File: config.mk
export PLATFORM = sky130hd
export DESIGN_NAME = aib_link_bringup_seq
export DESIGN_NICKNAME = d
export VERILOG_FILES = /design/src/rtl/aib_link_bringup_seq.sv
export SDC_FILE = /design/constraint.sdc
export NUM_CORES = 1
export LEC_CHECK = 0
export CAP_MARGIN = 10
export CORE_MARGIN = 5
export CORE_UTILIZATION = 35
export CTS_CLUSTER_DIAMETER = 80
export DETAILED_ROUTE_END_ITERATION = 10
export GPL_ROUTABILITY_DRIVEN = 0
export PLACE_DENSITY_LB_ADDON = 0.25
export SETUP_SLACK_MARGIN = 0.4
export SLEW_MARGIN = 15
export SYNTH_ARGS = -nofsm -noshare
export SYNTH_HDL_FRONTEND = slang
export SYNTH_SLANG_ARGS = --single-unit
File: constraint.sdc
create_clock -name clk_wr -period 2.4 [get_ports clk_wr]
set_input_delay 0.72 -clock clk_wr [delete_from_list [all_inputs] [get_ports clk_wr]]
set_output_delay 0.72 -clock clk_wr [all_outputs]
set_load 0.1 [all_outputs]
File: src/rtl/aib_link_bringup_seq.sv
// Link bring-up sequencer for the AIB-AXI bridge follower (clk_wr domain).
// Sequences adapter reset, DCC/DLL lock and RX alignment, then raises link_online.
module aib_link_bringup_seq #(
  parameter int                     NBR_CHNLS    = 24,
  parameter logic [NBR_CHNLS-1:0]   CHNL_MASK    = 24'h1,
  parameter int                     RST_HOLD_CYC = 16,
  parameter int                     TMO_W        = 20,
  parameter logic [TMO_W-1:0]       TIMEOUT_CYC  = 20'd65535
) (
  input  logic                 clk_wr,
  input  logic                 rst_wr_n,
  input  logic                 enable,
  input  logic                 m_device_detect,
  input  logic [NBR_CHNLS-1:0] ms_tx_transfer_en,
  input  logic [NBR_CHNLS-1:0] sl_tx_transfer_en,
  input  logic [NBR_CHNLS-1:0] m_rx_align_done,
  output logic [NBR_CHNLS-1:0] ns_adapter_rstn,
  output logic [NBR_CHNLS-1:0] ns_mac_rdy,
  output logic [NBR_CHNLS-1:0] ms_rx_dcc_dll_lock_req,
  output logic [NBR_CHNLS-1:0] ms_tx_dcc_dll_lock_req,
  output logic [NBR_CHNLS-1:0] sl_rx_dcc_dll_lock_req,
  output logic [NBR_CHNLS-1:0] sl_tx_dcc_dll_lock_req,
  output logic                 link_online,
  output logic                 link_err,
  output logic [1:0]           err_code,
  output logic [2:0]           state
);

  typedef enum logic [2:0] {
    ST_IDLE     = 3'd0,
    ST_DETECT   = 3'd1,
    ST_RST_HOLD = 3'd2,
    ST_LOCK     = 3'd3,
    ST_ALIGN    = 3'd4,
    ST_UP       = 3'd5,
    ST_ERROR    = 3'd7
  } st_e;

  localparam logic [TMO_W-1:0] RST_LAST = TMO_W'(RST_HOLD_CYC - 1);
  localparam logic [TMO_W-1:0] TMO_LAST = TIMEOUT_CYC - TMO_W'(1);

  function automatic logic [TMO_W-1:0] sat_inc(input logic [TMO_W-1:0] v);
    return (&v) ? v : v + TMO_W'(1);
  endfunction

  logic                 det_p0, det_p1;
  logic [NBR_CHNLS-1:0] ms_p0, ms_p1, sl_p0, sl_p1, align_p0, align_p1;
  logic                 xfer_ok, align_ok;

  st_e                  cur_st, nxt;
  logic [TMO_W-1:0]     cnt;
  logic [1:0]           err_q, err_nxt;
  logic                 link_act;
  logic [NBR_CHNLS-1:0] chn_on;

  // stage p0/p1: two-flop synchronisers for every asynchronous PHY/AUX input
  always_ff @(posedge clk_wr or negedge rst_wr_n) begin
    if (!rst_wr_n) begin
      det_p0   <= 1'b0;
      det_p1   <= 1'b0;
      ms_p0    <= '0;
      ms_p1    <= '0;
      sl_p0    <= '0;
      sl_p1    <= '0;
      align_p0 <= '0;
      align_p1 <= '0;
    end else begin
      det_p0   <= m_device_detect;
      det_p1   <= det_p0;
      ms_p0    <= ms_tx_transfer_en;
      ms_p1    <= ms_p0;
      sl_p0    <= sl_tx_transfer_en;
      sl_p1    <= sl_p0;
      align_p0 <= m_rx_align_done;
      align_p1 <= align_p0;
    end
  end

  assign xfer_ok  = &((ms_p1 & sl_p1) | ~CHNL_MASK);
  assign align_ok = &(align_p1 | ~CHNL_MASK);

  always_comb begin
    nxt     = cur_st;
    err_nxt = err_q;
    if (cur_st != ST_ERROR && !enable) begin
      nxt = ST_IDLE;
    end else begin
      case (cur_st)
        ST_IDLE:     nxt = ST_DETECT;
        ST_DETECT:   if (det_p1) nxt = ST_RST_HOLD;
        ST_RST_HOLD: if (cnt == RST_LAST) nxt = ST_LOCK;
        // success is tested first so it wins a same-cycle timeout
        ST_LOCK: begin
          if (xfer_ok) begin
            nxt = ST_ALIGN;
          end else if (cnt == TMO_LAST) begin
            nxt     = ST_ERROR;
            err_nxt = 2'b01;
          end
        end
        ST_ALIGN: begin
          if (align_ok) begin
            nxt = ST_UP;
          end else if (cnt == TMO_LAST) begin
            nxt     = ST_ERROR;
            err_nxt = 2'b10;
          end
        end
        ST_UP: begin
          if (!(xfer_ok && align_ok && det_p1)) begin
            nxt     = ST_ERROR;
            err_nxt = 2'b11;
          end
        end
        ST_ERROR: if (!enable) nxt = ST_IDLE;
        default:  nxt = ST_IDLE;
      endcase
    end
    if (nxt == ST_IDLE) err_nxt = 2'b00;
  end

  assign link_act = (cur_st == ST_LOCK) || (cur_st == ST_ALIGN) || (cur_st == ST_UP);
  assign chn_on   = link_act ? CHNL_MASK : '0;

  // FSM state plus output registers decoded from the state held before the edge
  always_ff @(posedge clk_wr or negedge rst_wr_n) begin
    if (!rst_wr_n) begin
      cur_st                 <= ST_IDLE;
      cnt                    <= '0;
      err_q                  <= 2'b00;
      state                  <= 3'd0;
      ns_adapter_rstn        <= '0;
      ns_mac_rdy             <= '0;
      ms_rx_dcc_dll_lock_req <= '0;
      ms_tx_dcc_dll_lock_req <= '0;
      sl_rx_dcc_dll_lock_req <= '0;
      sl_tx_dcc_dll_lock_req <= '0;
      link_online            <= 1'b0;
      link_err               <= 1'b0;
      err_code               <= 2'b00;
    end else begin
      cur_st                 <= nxt;
      cnt                    <= (nxt != cur_st) ? '0 : sat_inc(cnt);
      err_q                  <= err_nxt;
      state                  <= cur_st;
      ns_adapter_rstn        <= chn_on;
      ns_mac_rdy             <= chn_on;
      ms_rx_dcc_dll_lock_req <= chn_on;
      ms_tx_dcc_dll_lock_req <= chn_on;
      sl_rx_dcc_dll_lock_req <= chn_on;
      sl_tx_dcc_dll_lock_req <= chn_on;
      link_online            <= (cur_st == ST_UP);
      link_err               <= (cur_st == ST_ERROR);
      err_code               <= (cur_st == ST_ERROR) ? err_q : 2'b00;
    end
  end

endmodule

==> flow_summary_export.csv <==
group,metric,value,unit
setup_path,crit_fanout,10,
setup_path,critPathRequiredTime,2.61,ns
pwr,power_frac_clock,22.8,%
grt,grt-ovfl-total,0,
setup_path,cp_data_arrival_time,2.33,ns
detailed_routing,wl_per_cell,11.91,µm
floorplanning,die_area,0.01107,mm²
finish,final_cell_area,0.003176,mm²
finish,drive_gt1_share,20.53,%
synth,synth_cell_types,50,
synth,synth_top_family_by_area,"buffers and inverters",
grt,antenna_found_initial,0,
sta,clock_skew,0.004889,ns
synth,yosysTopAreaCellShare,33.83,%
detailed_routing,firstDrtPassIters,5,
clocking,cts_made_buffers,5,
finish,layout_common_cells,"conb_1 (138), dfrtp_1 (38), buf_4 (30), nand2_1 (15)",
synth,ys_top_cells_by_area,"buf_4 (34%), dfrtp_1 (32%), xnor2_1 (3.0%), nor2_2 (2.0%), a21oi_2 (1.9%)",
synth,ys.flop_type,"dfrtp_1",
floorplanning,rows,34,
detailed_routing,drc_errors,0,
sta,fmax,472.1,MHz
placed_design,dp_hpwl,4.502,mm
floorplanning,die_h,105.2,µm
sta,rsz0062_at_grt,"true",
synth,synth_mux_area_share,0.6703,%
clocking,cts_tree,"yes",
detailed_routing,drtAntennaViolNets,0,
pwr,power.internal,1.111,mW
floorplanning,core_area,0.008763,mm²
sta,finalCriticalPeriod,2.118,ns
floorplanning,die_w,105.2,µm
grt,grt_pass1_vias,1795,
finish,multi_input_area,0.001555,mm²
outcome,outcome,"completed",
synth,synthesis.area,0.003173,mm²
pwr,combPwrFrac,47.6,%
clocking,cts.reportedPaths.clkPinSlew,0.09,ns
finish,nets,457,
placed_design,post-place-cells,473,
sta,slew_headroom,66.62,%
synth,ys_ff_latch,41,
synth,synth-edff-count,0,
synth,avgSynthCellArea,9.118,µm²
clocking,h-tree-depth,2,
clocking,cts_root_buffer,"clkbuf_8",
sta,tightest_slew,0.4881,ns
pwr,leakagePower,1.510,nW
pwr,power.density,790.8,mW/mm²
clocking,cts_buffer_depth,2,
job,maxCapViolCount,0,
detailed_routing,vias,2014,
pwr,power_switching_share,55.76,%
clocking,clk_latency,0.29,ns
synth,synth_top_area_cell,"buf_4",
setup_path,reg2reg_depth,6,
clocking,cts.sinks,41,
hold_path,hold_path.class,"primary input to async pin",
grt,grt_max_degree,19,
setup_path,r2r_end,"cnt[1]",
finish,final_common_cell,"conb_1",
setup_path,rr_startpoint,"cnt[10]",
detailed_routing,drt_iter0_drc,81,
finish,finalNonFillerCells,488,
floorplanning,ios,227,
clocking,ctsHoldBuffers,0,
grt,grt_pass1_wl,9.190,mm
synth,synthAdderAreaFrac,0.7886,%
setup_path,critPathKind,"primary input to flop",
finish,syn2layout_area_growth,0.07901,%
finish,fillers,901,
floorplanning,start_util,36.21,%
synth,synth_cells,348,
sta,period_share,88.25,%
sta,setup_viol,0,
pwr,power,2.511,mW
synth,synth_xor_area_share,3.312,%
pwr,switching_power,1.400,mW
synth,async_flop_share,100.0,%
finish,n_antenna_cell,0,
sta,maxSlewViolCount,0,
synth,yosys.area_share.simple,16.64,%
synth,synth_compound_area_share,10.29,%
sta,hold_violations,0,
detailed_routing,drt_wl_total,5.813,mm
placed_design,port-buffer-count,19,
detailed_routing,viasPerCell,4.127,
setup_path,endpoint_kind,"flop",
setup_path,cp-start-kind,"primary input",
pwr,pwr-share-seq,29.7,%
synth,yosysSeqAreaShare,32.33,%
synth,yosys_warnings,0,
grt,grt.total_usage,9.932,%
placed_design,place_area,0.002972,mm²
setup_path,r2r_setup_slack,0.28,ns
pwr,ir_drop,0.2568,mV
finish,ff_latch_area,0.001030,mm²
-- stage by stage --
step	util, %	hold slack [ns]	setup slack, ns	setup TNS (ns)
floorplan	-	0.3312	0.3870	0
global placement	33.91	0.3350	-0.2848	-4.232
detailed placement	33.91	0.3362	-0.2794	-4.146
CTS	35.81	0.3086	0.2934	0
global route	36.24	0.3213	0.1999	0
finish	36.24	0.3039	0.2820	0
-- cells in the mapped netlist, types with 2 or more instances --
cell type  count
buf_4        143
dfrtp_1       41
nand2_1       15
xnor2_1       11
nand3_1       10
nor2_2        10
nor3_1         8
a21oi_2        7
nor2_1         7
or4_1          7
a21oi_1        6
nand4_1        6
o21ai_0        6
clkbuf_1       5
inv_1          5
nand2b_1       5
or3_1          5
a211oi_1       4
a21o_1         3
and2_1         3
o31ai_1        3
a211oi_2       2
and3_1         2
buf_6          2
ha_1           2
nor3_2         2
nor3b_1        2
o21ai_1        2
o22a_1         2
or4_4          2
-- state kept, by name (all words and copies together), names as in the netlist --
signal                  count
cnt                        20
cur_st                      3
state                       3
err_code                    2
err_q                       2
align_p0                    1
align_p1                    1
det_p0                      1
det_p1                      1
link_err                    1
link_online                 1
ms_p0                       1
ms_p1                       1
sl_p0                       1
sl_p1                       1
sl_tx_dcc_dll_lock_req      1
-- power by group through the flow --
stage / Combinational [mW] / Sequential, mW / Clock, mW
6_report: 1.20 / 0.745 / 0.571
5_1_grt: 1.22 / 0.751 / 0.618
4_1_cts: 1.19 / 0.745 / 0.586
3_5_place_dp: 1.18 / 0.758 / 0
3_3_place_gp: 1.18 / 0.757 / 0
2_1_floorplan: 1.27 / 0.779 / 0
-- logic make-up (layout without fill, tap and decap cells) --
| kind of cell | Yosys count | in the layout |
|---|---|---|
| adders and majority gates | 2 | 2 |
| and+or+nand+nor | 90 | 90 |
| xor gates and xnor gates | 12 | 12 |
| DFF | 41 | 41 |
| AOI/OAI and AO/OA | 44 | 44 |
| buffers and inverters | 156 | 51 |
| other | 1 | 138 |
| muxes | 2 | 2 |
-- how the worst max path moves through the flow --
stage | start | endpoint | slack (ns)
final | enable | cnt[4] | 0.28
after global routing | cnt[10] | cnt[1] | 0.20
after CTS | cnt[10] | cnt[19] | 0.29
after detailed placement | enable | cnt[4] | -0.28
after global placement | enable | cnt[4] | -0.28
after floorplan | enable | cnt[4] | 0.39
-- per-layer routing --
metal  track usage [%]  wire length, µm  up-vias
met5                 0                0        -
met2             16.13             2791      100
li1                  -                -      963
met4             2.922               48        0
met1             13.02             2375      946
met3             2.567              597        5
-- timing repair --
action / in CTS / in global routing
hold endpoints to repair: 0 / 0
buffers inserted: 4 / 3
pin swaps: 2 / 1
setup endpoints to repair: 22 / 25
gates resized for setup: 10 / 3
-- cell type report --
| cell class | count | area share (%) |
|---|---|---|
| inverter | 5 | 0.5910 |
| multi-input combinational | 288 | 48.98 |
| sequential | 41 | 32.43 |
| tap | 108 | 4.255 |
| clock inverter | 3 | 1.458 |
| clock buffer | 5 | 2.167 |
| timing repair buffer | 38 | 10.13 |
-- critical path, cell delays in order --
cell,delay (ns)
clkdlybuf4s15_2,0.25
xnor2_2,0.15
nand3_1,0.09
a22o_1,0.24
a2111o_2,0.51
buf_12,0.17
a211oi_2,0.19
Power figures use the tool's default switching activity.
